### config.mk
export PLATFORM = sky130hd
export DESIGN_NAME = othello_job_scheduler
export DESIGN_NICKNAME = d
export VERILOG_FILES = /design/src/rtl/othello_job_scheduler.sv
export SDC_FILE = /design/constraint.sdc
export NUM_CORES = 1
export LEC_CHECK = 0
export BUFFER_PORTS_ARGS = -buffer_cell sky130_fd_sc_hd__buf_2
export CAP_MARGIN = 20
export CORE_MARGIN = 1
export CORE_UTILIZATION = 45
export DETAILED_ROUTE_END_ITERATION = 6
export SYNTH_ARGS = -nofsm -noshare
export SYNTH_HDL_FRONTEND = slang
export SYNTH_SLANG_ARGS = --single-unit
### constraint.sdc
create_clock -name iCLOCK -period 5.7 [get_ports iCLOCK]
set_input_delay 1.14 -clock iCLOCK [delete_from_list [all_inputs] [get_ports iCLOCK]]
set_output_delay 1.14 -clock iCLOCK [all_outputs]
set_load 0.1 [all_outputs]
### src/rtl/othello_job_scheduler.sv
// Othello job scheduler: queues solve jobs, issues them into free rotating solver slots, holds one result. Optional SCHED_PERF_EN adds issue/retire counters.
// Latency: a job issues at the earliest one cycle after it is accepted; a result is registered one cycle after retire.
// Backpressure: job_ready drops when the queue is full; a held, unaccepted result freezes the solver pipeline via pipe_enable.

module othello_job_fifo #(
    parameter int DEPTH = 4,
    parameter int W     = 8
) (
    input  logic         core_clk,
    input  logic         arst_n,
    input  logic         wr_vld,
    output logic         wr_rdy,
    input  logic [W-1:0] wr_dat,
    output logic         rd_vld,
    input  logic         rd_rdy,
    output logic [W-1:0] rd_dat
);
    localparam int AW = $clog2(DEPTH);

    logic [W-1:0] mem [DEPTH];
    logic [AW:0]  wptr, rptr;
    logic         full, empty;

    // Pointers carry one extra wrap bit so full and empty are distinguishable.
    assign full   = (wptr[AW] != rptr[AW]) && (wptr[AW-1:0] == rptr[AW-1:0]);
    assign empty  = (wptr == rptr);
    assign wr_rdy = !full;
    assign rd_vld = !empty;
    assign rd_dat = mem[rptr[AW-1:0]];

    always_ff @(posedge core_clk or negedge arst_n) begin
        if (!arst_n) begin
            wptr <= '0;
            rptr <= '0;
        end else begin
            if (wr_vld && wr_rdy) wptr <= wptr + 1'b1;
            if (rd_vld && rd_rdy) rptr <= rptr + 1'b1;
        end
    end

    always_ff @(posedge core_clk) begin
        if (wr_vld && wr_rdy) mem[wptr[AW-1:0]] <= wr_dat;
    end
endmodule

module othello_job_scheduler #(
    parameter int FIFO_DEPTH = 4,
    parameter int TAG_W      = 8
) (
    input  logic             iCLOCK,
    input  logic             iRESET_N,
    input  logic             job_valid,
    output logic             job_ready,
    input  logic [63:0]      job_player,
    input  logic [63:0]      job_opponent,
    input  logic [TAG_W-1:0] job_tag,
    output logic             res_valid,
    input  logic             res_ready,
    output logic [TAG_W-1:0] res_tag,
    output logic [7:0]       res_value,
    output logic             pipe_enable,
    output logic             pipe_valid,
    output logic [63:0]      pipe_player,
    output logic [63:0]      pipe_opponent,
    input  logic             pipe_solved,
    input  logic [2:0]       pipe_pidx,
    input  logic [7:0]       pipe_res,
    output logic [7:0]       busy_slots,
    output logic             idle
`ifdef SCHED_PERF_EN
    ,
    output logic [31:0]      perf_issued,
    output logic [31:0]      perf_completed
`endif
);
    typedef struct packed {
        logic [63:0]      player;
        logic [63:0]      opponent;
        logic [TAG_W-1:0] tag;
    } job_t;

    job_t             wr_job, head;
    logic             head_vld;
    logic             retire;
    logic [TAG_W-1:0] tag_mem [8];

    assign wr_job = '{player: job_player, opponent: job_opponent, tag: job_tag};

    othello_job_fifo #(
        .DEPTH (FIFO_DEPTH),
        .W     ($bits(job_t))
    ) u_job_fifo (
        .core_clk (iCLOCK),
        .arst_n   (iRESET_N),
        .wr_vld   (job_valid),
        .wr_rdy   (job_ready),
        .wr_dat   (wr_job),
        .rd_vld   (head_vld),
        .rd_rdy   (pipe_valid),
        .rd_dat   (head)
    );

    // A slot being retired is still busy this cycle, so issue and retire never collide.
    assign pipe_enable   = !(res_valid && !res_ready);
    assign pipe_valid    = pipe_enable && head_vld && !busy_slots[pipe_pidx];
    assign retire        = pipe_solved && pipe_enable && busy_slots[pipe_pidx];
    assign pipe_player   = head_vld ? head.player   : 64'd0;
    assign pipe_opponent = head_vld ? head.opponent : 64'd0;
    assign idle          = !head_vld && (busy_slots == 8'd0) && !res_valid;

    always_ff @(posedge iCLOCK or negedge iRESET_N) begin
        if (!iRESET_N) begin
            busy_slots <= '0;
            res_valid  <= 1'b0;
            res_tag    <= '0;
            res_value  <= '0;
            for (int s = 0; s < 8; s++) tag_mem[s] <= '0;
        end else begin
            if (pipe_valid) begin
                busy_slots[pipe_pidx] <= 1'b1;
                tag_mem[pipe_pidx]    <= head.tag;
            end
            if (retire) begin
                busy_slots[pipe_pidx] <= 1'b0;
                res_tag               <= tag_mem[pipe_pidx];
                res_value             <= pipe_res;
                res_valid             <= 1'b1;
            end else if (res_valid && res_ready) begin
                res_valid <= 1'b0;
            end
        end
    end

`ifdef SCHED_PERF_EN
    always_ff @(posedge iCLOCK or negedge iRESET_N) begin
        if (!iRESET_N) begin
            perf_issued    <= '0;
            perf_completed <= '0;
        end else begin
            if (pipe_valid) perf_issued    <= perf_issued + 32'd1;
            if (retire)     perf_completed <= perf_completed + 32'd1;
        end
    end
`endif
endmodule

==> results of run 1 <==
worst max-delay path, delay by kind of cell:
kind	cells	cell delay, ns
compound gates	2	0.29
buf+inv	3	1.18
simple gates	2	0.87
routing by layer:
| layer | vias up | wire [um] |
|---|---|---|
| met4 | 26 | 1010 |
| met1 | 6391 | 21200 |
| met5 | - | 166 |
| met2 | 282 | 26300 |
| met3 | 99 | 3610 |
| li1 | 5491 | - |
area by class of cell:
class	instances	area (um^2)	area share
Sequential cell	639	18700	0.633
Timing Repair Buffer	325	1790	0.0606
Inverter	11	41.3	0.00140
Clock inverter	34	264	0.00892
Multi-Input combinational cell	486	5940	0.201
Antenna cell	3	7.51	0.000254
Tap cell	739	925	0.0313
Clock buffer	95	1900	0.0641
through the flow:
stage	cell area (um^2)	hold slack, ns	setup WS [ns]
2_1_floorplan	25000	0.457	0.465
3_3_place_gp	27400	0.463	1.15
3_5_place_dp	27400	0.469	1.08
4_1_cts	29500	0.481	1.08
5_1_grt	29600	0.492	0.961
6_report	29600	0.476	1.07
registers in the layout, summed over array words and instances, names as in the netlist:
register and count:
busy_slots 8, res_tag 8, res_valid 1, res_value 8, tag_mem 64, u_job_fifo.mem 544, u_job_fifo.rptr 3, u_job_fifo.wptr 3
how the worst max path moves through the flow:
stage / startpoint / to / slack (ns)
6_report: pipe_pidx[1] / pipe_valid / 1.07
5_1_grt: u_job_fifo.rptr[0] / pipe_player[22] / 0.96
4_1_cts: pipe_pidx[1] / pipe_valid / 1.08
3_5_place_dp: pipe_pidx[1] / pipe_valid / 1.08
3_3_place_gp: pipe_pidx[1] / pipe_valid / 1.15
2_1_floorplan: u_job_fifo.rptr[1] / idle / 0.46
cells in the mapped netlist (3+ instances only):
cell	count
and2_1	132
nand3_1	8
mux2_4	24
buf_6	4
a21oi_1	4
a32oi_1	4
nor4_1	3
mux2_1	45
or3_1	3
nor2_1	8
buf_2	21
xor2_1	4
mux2i_1	13
nand2_1	18
mux4_2	137
a221oi_1	4
o211ai_1	3
a22o_1	3
a22oi_1	8
nor2b_1	5
dfrtp_1	95
xnor2_1	3
and3_1	6
o21ai_0	8
ha_1	5
clkbuf_1	36
inv_1	11
edfxtp_1	544
mux2_2	16
cell families after synthesis:
family / Yosys count / share of synthesized area
buffers and inverters: 75 / 0.0137
AO/OA/AOI/OAI: 44 / 0.0132
multiplexers: 235 / 0.171
flip-flops: 639 / 0.749
XOR/XNOR: 7 / 0.00246
adder cells (fa/ha/maj): 5 / 0.00251
AND/OR/NAND/NOR: 195 / 0.0480
==> reports/metrics.csv, run 1 <==
stage;metric;value;unit
run_status;status;completed;
global_routing;track_usage;0.188;
floorplan;initial_utilization;0.459;
yosys;netlist_top_cells_area;edfxtp_1 65%, mux4_2 12%, dfrtp_1 9.5%, and2_1 3.3%, mux2_1 2.0%;
global_routing;antenna_found_initial;15;
final_layout;synthToLayoutAreaGrowth;18.5;%
worst_setup_path;crit_arrival;3.49;ns
floorplan;dieArea;56400;um^2
sta;final_max_slew_viol_count;0;
global_routing;grt_first_pass_wirelength;79.1;mm
floorplan;rows;85;
yosys;syn_area;25000;um^2
final_layout;final_cell_mix;544 x edfxtp_1, 307 x buf_2, 137 x mux4_2;
clocking;cts_tree;yes;
clocking;cts_hold_buf;0;
routing;antenna_left;0;
place;dp_hpwl;30.3;mm
worst_setup_path;max_stage_delay;0.60;ns
clocking;cts.sinks;639;
global_routing;grt_overflow;0;
worst_setup_path;r2r-start;u_job_fifo.rptr[0];
routing;drtPass1Iterations;5;
worst_setup_path;rr_endpoint;tag_mem[55];
floorplan;die_x;238;um
sta;setup-violations-final;0;
clocking;cts_buffers;70;
yosys;ys_seq_elements;639;
clocking;insertion_delay;0.60;ns
yosys;yosysUniqueCellTypes;48;
sta;skew;0.0149;ns
clocking;clock-root-buffer;clkbuf_16;
yosys;synth_cells;1200;
routing;routed_wl;52.3;mm
final_layout;final_util;0.544;
global_routing;grt_use_met1;0.238;
clocking;htreeDepth;3;
sta;slew_headroom;0.342;
worst_setup_path;crit_top_cell;buf_2;
sta;fin_crit;4.63;ns
yosys;yosysWarnings;0;
routing;drc;0;
place;finalWeightedCongestion;0.756;
worst_setup_path;crit_type;input port to primary output;
final_layout;final_cells;2332;
worst_setup_path;cp.required;4.56;ns
yosys;synth_edf_count;544;
worst_setup_path;critPathLaunchType;input port;
clocking;clk_pin_slew;0.06;ns
routing;drt_iter0_drc;715;
routing;wl_per_cell;22.4;um
floorplan;ios;309;
final_layout;nets;1690;
worst_setup_path;regToRegSetupSlack;2.71;ns
yosys;synth_top_area_share;0.654;
sta;period_share;0.813;
sta;tightest_slew;0.987;ns
routing;vias;12289;
sta;rsz0062_at_grt;false;
worst_setup_path;crit_chain;buf_2, nor2b_1, a22o_1, o21ai_1, buf_4, nor3_2, buf_2;
final_layout;drive_gt1_frac;0.384;
global_routing;grt_use_met3;0.0661;
clocking;clock_path_buffers;3;
final_layout;fillers;4283;
job;maxCapViolCount;0;
final_layout;final_common_cell;edfxtp_1;
min_path;min_to;res_value[6];
sta;hold_viol;0;
sta;finalSetupTns;0;ns
yosys;synth_top_area_cell;edfxtp_1;
floorplan;die_h;238;um
global_routing;gr-usage-met2;0.309;
yosys;syn_nets;1357;
clocking;cts_setup_buffers;0;
worst_setup_path;path_max_fanout;32;
worst_setup_path;rr_worst_depth;5;
global_routing;grt_start_max_net_pins;139;
place;dp.cells;2199;
routing;viasPerCell;5.27;
global_routing;grt_pass1_vias;12903;
place;numPortBuffers;308;
clocking;cts_resized;0;
min_path;min_path_cells;1;
worst_setup_path;critical_path.slowest_cell;nor2b_1;
global_routing;grt.busiest_layer;met2;
yosys;async_flop_share;0.149;
yosys;synth_top_flop_cell;edfxtp_1;
worst_setup_path;worst_setup_path_end_kind;primary output;
yosys;ys_seq_area_frac;0.749;
sta;fmax;216;MHz
floorplan;core-area;54300;um^2
yosys;avgSynthCellArea;20.8;um^2
min_path;hold_class;register to register;
min_path;hold_start;res_value[6];
Power of run 1 is left out: the tool's default activity adds up to more than one toggle a clock period on the data nets, which glitch-free logic cannot reach.
==> inputs of run 2 (changes only) <==
--- a/config.mk
+++ b/config.mk
@@ -5,11 +5,13 @@
 export SDC_FILE = /design/constraint.sdc
 export NUM_CORES = 1
 export LEC_CHECK = 0
+export ABC_AREA = 1
 export BUFFER_PORTS_ARGS = -buffer_cell sky130_fd_sc_hd__buf_2
 export CAP_MARGIN = 20
 export CORE_MARGIN = 1
 export CORE_UTILIZATION = 45
 export DETAILED_ROUTE_END_ITERATION = 6
+export PLACE_DENSITY = 0.67
 export SYNTH_ARGS = -nofsm -noshare
 export SYNTH_HDL_FRONTEND = slang
 export SYNTH_SLANG_ARGS = --single-unit
==> constraint.sdc (replaced) <==
create_clock -name iCLOCK -period 4.1 [get_ports iCLOCK]
set_input_delay 0.82 -clock iCLOCK [delete_from_list [all_inputs] [get_ports iCLOCK]]
set_output_delay 0.82 -clock iCLOCK [all_outputs]
set_load 0.1 [all_outputs]
==> run 2 against run 1 <==
  * Area after synthesis grew 3.2%
  * Via count grew 44%
  * Cell count grew 41%
  * Synthesized cell count grew 83%
  * Wire length grew 18%
  * Global-route usage grew 2.2 points
  * First-iteration DRC count grew 94%
  * Critical endpoint is now pipe_player[0]
  * Register-to-register slack lost 1.4 ns
==> reports/metrics.csv, run 2 <==
stage;metric;value;unit;change
run_status;status;completed;;unchanged
final_layout;fillers;4731;;was 4283
job;maxCapViolCount;0;;unchanged
yosys;async_flop_share;0.149;;unchanged
clocking;htreeDepth;3;;unchanged
yosys;yosysWarnings;0;;unchanged
clocking;cts_setup_buffers;0;;unchanged
final_layout;final_common_cell;edfxtp_1;;unchanged
routing;routed_wl;61.9;mm;was 52.3 mm
global_routing;antenna_found_initial;25;;was 15
yosys;ys_seq_elements;639;;unchanged
global_routing;grt_pass1_vias;17093;;was 12903
sta;final_max_slew_viol_count;0;;unchanged
worst_setup_path;critPathLaunchType;register;;was input port
global_routing;track_usage;0.210;;was 0.188
sta;fin_crit;3.75;ns;
yosys;ys_seq_area_frac;0.726;;was 0.749
floorplan;die_h;241;um;was 238 um
routing;vias;17702;;was 12289
floorplan;die_x;241;um;was 238 um
sta;whs;0.389;ns;was 0.476 ns
yosys;avgSynthCellArea;11.7;um^2;was 20.8 um^2
clocking;clock_path_buffers;3;;unchanged
yosys;synth_cells;2198;;was 1200
final_layout;seqCellArea;18700;um^2;unchanged
yosys;syn_nets;2355;;was 1357
min_path;hold_class;input port to async pin;;was register to register
final_layout;largest_reg_flops;544;;unchanged
routing;antenna_left;0;;unchanged
place;dp_hpwl;35.7;mm;was 30.3 mm
worst_setup_path;worst_setup_path_end_kind;primary output;;unchanged
place;numPortBuffers;308;;unchanged
global_routing;grt_first_pass_wirelength;93.8;mm;was 79.1 mm
clocking;insertion_delay;0.60;ns;about the same
sta;fmax;267;MHz;
floorplan;rows;87;;was 85
sta;finalSetupTns;0;ns;unchanged
clocking;cts_hold_buf;0;;unchanged
sta;tightest_slew;1.01;ns;was 0.987 ns
yosys;synth_top_area_cell;edfxtp_1;;unchanged
clocking;cts.sinks;639;;unchanged
final_layout;multiInputGateArea;5910;um^2;was 5940 um^2
routing;viasPerCell;5.37;;was 5.27
sta;hold_viol;0;;unchanged
yosys;synth_top_flop_cell;edfxtp_1;;unchanged
worst_setup_path;cp.required;3.28;ns;was 4.56 ns
worst_setup_path;crit_arrival;2.93;ns;was 3.49 ns
final_layout;synthToLayoutAreaGrowth;18.2;%;was 18.5%
routing;drt_iter0_drc;1390;;was 715
floorplan;initial_utilization;0.456;;was 0.459
sta;slew_headroom;0.321;;was 0.342
yosys;yosysMostFrequentCell;edfxtp_1;;unchanged
yosys;synth_common_cells;544 x edfxtp_1, 379 x nand2_1, 310 x nor2_1;;was 544 x edfxtp_1, 137 x mux4_2, 132 x and2_1
final_layout;final_util;0.539;;was 0.544
yosys;synth_edf_count;544;;unchanged
clocking;cts_buffers;68;;was 70
routing;drtPass1Iterations;5;;unchanged
global_routing;grt_overflow;0;;unchanged
sta;skew;0.0219;ns;was 0.0149 ns
floorplan;ios;309;;unchanged
global_routing;grt_start_max_net_pins;182;;was 139
floorplan;dieArea;58200;um^2;was 56400 um^2
yosys;syn_area;25800;um^2;was 25000 um^2
place;finalWeightedCongestion;0.825;;was 0.756
clocking;cts_resized;0;;unchanged
final_layout;final_cell_mix;544 x edfxtp_1, 378 x nand2_1, 306 x nor2_1;;was 544 x edfxtp_1, 307 x buf_2, 137 x mux4_2
yosys;netlist_top_cells_area;edfxtp_1 63%, dfrtp_1 9.2%, nand2_1 5.5%, o21ai_0 5.4%, nor2_1 4.5%;;was edfxtp_1 65%, mux4_2 12%, dfrtp_1 9.5%, and2_1 3.3%, mux2_1 2.0%
sta;period_share;0.915;;
routing;drc;0;;unchanged
clocking;clock-root-buffer;clkbuf_16;;unchanged
yosys;yosysUniqueCellTypes;27;;was 48
worst_setup_path;path_max_fanout;42;;was 32
worst_setup_path;crit_type;register to primary output;;was input port to primary output
final_layout;nets;2638;;was 1690
floorplan;core-area;56500;um^2;was 54300 um^2
routing;wl_per_cell;18.8;um;was 22.4 um
final_layout;drive_gt1_frac;0.189;;was 0.384
sta;setup-violations-final;0;;unchanged
clocking;clk_pin_slew;0.06;ns;about the same
sta;rsz0062_at_grt;false;;unchanged
yosys;synth_top_area_share;0.634;;was 0.654
clocking;cts_tree;yes;;unchanged
-- run 2: cell count changes in the layout (fill, tap and decap cells not counted), moves of 24 or more --
cell     delta
mux2_4     -24
nand3_1    +69
o22ai_1   +135
nand2_1   +360
mux2_1     -45
a21oi_1    +39
mux4_2    -137
nor2_1    +298
and2_1    -132
inv_1     +147
o21ai_0   +271
-- run 2: logic make-up after synthesis --
family	share of synthesized area
and+or+nand+nor	0.128
DFF	0.726
AOI/OAI and AO/OA	0.0956
buffers and inverters	0.0467
adders and majority gates	0.00243
xor gates and xnor gates	0.00131
-- run 2: through the flow --
step	cells	setup WS, ns	cell area [um^2]
final	3296	0.350	30400
after global routing	3294	0.174	30400
after CTS	3285	0.294	30400
after detailed placement	3167	0.879	28200
after global placement	3167	0.903	28200
after floorplan	2198	-0.169	25800
-- run 2: worst paths after layout --
path	cells after the start	slack [ns]	start	to
setup / recovery	6	0.35	u_job_fifo.rptr[1]	pipe_player[0]
hold / removal	1	0.39	iRESET_N	busy_slots[5]
setup reg to reg	10	1.31	u_job_fifo.rptr[1]	tag_mem[23]
hold reg to reg	2	0.47	res_value[5]	res_value[5]
max in group asynchronous	2	2.84	iRESET_N	busy_slots[3]
min in group iCLOCK	1	0.43	job_opponent[16]	u_job_fifo.mem[2][24]
-- run 2: final cells by class --
class	count	share of cell area
diodes	11	0.000904
flip-flops and latches	639	0.615
well taps	756	0.0311
multi-input cells	1265	0.194
clock buffers	83	0.0605
inverters	164	0.0205
clock inverters	35	0.0113
repair buffers	343	0.0669
-- run 2: worst max-delay path, cell delays in order (launching register included) --
cell	delay (ns)
dfrtp_4	0.66
buf_4	0.50
o21ai_0	0.17
o22ai_1	0.40
nand2_1	0.11
inv_1	0.06
buf_2	0.41
-- run 2: layer usage --
layer | global-route usage | part of all wire | vias up | wire length, um
li1 | - | - | 8247 | -
met1 | 0.279 | 0.42 | 8702 | 25800
met2 | 0.330 | 0.48 | 614 | 29800
met3 | 0.0538 | 0.076 | 111 | 4680
met4 | 0.0853 | 0.023 | 28 | 1430
met5 | 0 | 0.0031 | - | 194
Power of run 2 is left out for the same reason.
==> inputs of run 3 (changes only) <==
--- a/config.mk
+++ b/config.mk
@@ -11,7 +11,6 @@
 export CORE_MARGIN = 1
 export CORE_UTILIZATION = 45
 export DETAILED_ROUTE_END_ITERATION = 6
-export PLACE_DENSITY = 0.67
 export SYNTH_ARGS = -nofsm -noshare
 export SYNTH_HDL_FRONTEND = slang
 export SYNTH_SLANG_ARGS = --single-unit
==> constraint.sdc (replaced) <==
create_clock -name iCLOCK -period 4.3 [get_ports iCLOCK]
set_input_delay 0.86 -clock iCLOCK [delete_from_list [all_inputs] [get_ports iCLOCK]]
set_output_delay 0.86 -clock iCLOCK [all_outputs]
set_load 0.1 [all_outputs]
==> run 3 against run 2 <==
  * Via count is 0.95% lower
  * Sequential share of layout area is 0.12 points higher
  * Worst setup slack worse by 0.0045 ns
==> reports/metrics.csv, run 3 (synthesis results as in run 2) <==
stage;metric;value;unit;change
run_status;status;completed;;unchanged
floorplan;rows;87;;unchanged
sta;layout_setup_ws;0.345;ns;was 0.350 ns
clocking;clock_path_buffers;3;;unchanged
routing;drtPass1Iterations;7;;was 5
worst_setup_path;critical_path.startpoint;u_job_fifo.rptr[1];;unchanged
sta;tightest_slew;1.10;ns;was 1.01 ns
global_routing;grt_overflow;0;;unchanged
sta;setup-violations-final;0;;unchanged
routing;antenna_left;0;;unchanged
final_layout;fillers;4880;;was 4731
clocking;cts_resized;0;;unchanged
floorplan;ios;309;;unchanged
job;maxCapViolCount;0;;unchanged
final_layout;stdcell_area;30400;um^2;about the same
floorplan;core-area;56500;um^2;unchanged
worst_setup_path;crit_type;register to primary output;;unchanged
clocking;clk_pin_slew;0.06;ns;about the same
routing;viasPerCell;5.32;;was 5.37
worst_setup_path;worst_setup_path_end_kind;primary output;;unchanged
routing;routed_wl;61.9;mm;about the same
sta;fin_crit;3.95;ns;
worst_setup_path;crit_chain;inv_4, buf_12, o21ai_0, o22ai_1, nand2_1, inv_1, buf_2;;was buf_4, o21ai_0, o22ai_1, nand2_1, inv_1, buf_2
floorplan;die_x;241;um;unchanged
worst_setup_path;critical_path.slowest_cell;dfrtp_4;;unchanged
place;numPortBuffers;308;;unchanged
sta;slew_headroom;0.267;;was 0.321
place;pre_cts_ws;0.982;ns;was 0.879 ns
min_path;hold_class;input port to async pin;;unchanged
global_routing;grt_start_max_net_pins;207;;was 182
final_layout;drive_gt1_frac;0.185;;was 0.189
sta;finalSetupTns;0;ns;unchanged
clocking;clock-root-buffer;clkbuf_16;;unchanged
clocking;cts_buffers;71;;was 68
sta;rsz0062_at_grt;false;;unchanged
worst_setup_path;path_max_fanout;137;;was 42
global_routing;track_usage;0.212;;was 0.210
place;finalWeightedCongestion;0.856;;was 0.825
final_layout;final_util;0.538;;was 0.539
routing;drc;0;;unchanged
clocking;cts_tree;yes;;unchanged
routing;vias;17534;;was 17702
global_routing;antenna_found_initial;16;;was 25
clocking;htreeDepth;3;;unchanged
clocking;cts_hold_buf;0;;unchanged
worst_setup_path;critPathLaunchType;register;;unchanged
routing;drt_iter0_drc;1190;;was 1390
sta;skew;0.0125;ns;was 0.0219 ns
final_layout;nets;2634;;was 2638
worst_setup_path;crit_arrival;3.09;ns;was 2.93 ns
clocking;insertion_delay;0.59;ns;was 0.60 ns
final_layout;synthToLayoutAreaGrowth;17.9;%;was 18.2%
worst_setup_path;cp.required;3.44;ns;was 3.28 ns
place;dp_hpwl;35.0;mm;was 35.7 mm
final_layout;largest_reg_flops;544;;unchanged
place;place_area;28100;um^2;was 28200 um^2
sta;hold_viol;0;;unchanged
clocking;cts.sinks;639;;unchanged
floorplan;initial_utilization;0.456;;unchanged
floorplan;dieArea;58200;um^2;unchanged
final_layout;final_cell_mix;544 x edfxtp_1, 378 x nand2_1, 306 x nor2_1, 306 x buf_2, 279 x o21ai_0;;was 544 x edfxtp_1, 378 x nand2_1, 306 x nor2_1
global_routing;grt_pass1_vias;16868;;was 17093
worst_setup_path;r2r-start;u_job_fifo.rptr[1];;unchanged
global_routing;grt_first_pass_wirelength;94.8;mm;was 93.8 mm
sta;fmax;253;MHz;
clocking;cts_setup_buffers;0;;unchanged
worst_setup_path;max_stage_delay;0.68;ns;was 0.66 ns
sta;final_max_slew_viol_count;0;;unchanged
final_layout;final_common_cell;edfxtp_1;;unchanged
floorplan;die_h;241;um;unchanged
routing;wl_per_cell;18.8;um;about the same
sta;period_share;0.920;;
==> run 3: worst paths after layout <==
check / slack [ns] / to / cells after the start
worst max-delay path: 0.35 / pipe_player[58] / 7
worst min-delay path: 0.38 / tag_mem[19] / 1
worst max register to register: 1.22 / tag_mem[1] / 10
worst min register to register: 0.47 / res_value[2] / 2
max in group asynchronous: 2.95 / tag_mem[62] / 2
min in group iCLOCK: 0.47 / res_value[2] / 2
==> run 3: worst max-delay path, delay by kind of cell (launching register included) <==
| family | cells | cell delay [ns] |
|---|---|---|
| compound gates | 2 | 0.45 |
| buf+inv | 4 | 1.15 |
| flops | 1 | 0.68 |
| simple gates | 1 | 0.13 |
==> run 3: per-layer routing <==
layer / global-route usage / part of all wire
met1: 0.283 / 0.43
met2: 0.341 / 0.48
met3: 0.0436 / 0.066
met4: 0.0798 / 0.024
met5: 0 / 0.0017
==> run 3: layout make-up <==
type / count / area [um^2] / share of cell area
tap: 756 / 946 / 0.0311
inverter: 164 / 623 / 0.0205
sequential: 639 / 18700 / 0.616
timing repair buffer: 336 / 1940 / 0.0640
antenna: 9 / 22.5 / 0.000741
clock buffer: 91 / 1920 / 0.0633
multi-input combinational: 1265 / 5910 / 0.194
clock inverter: 34 / 299 / 0.00984
==> run 3: stage by stage <==
stage,hold WS [ns],cells
after floorplan,0.442,2198
after global placement,0.451,3160
final,0.380,3294
after global routing,0.456,3290
after detailed placement,0.458,3160
after CTS,0.415,3285
Power of run 3 is left out for the same reason.
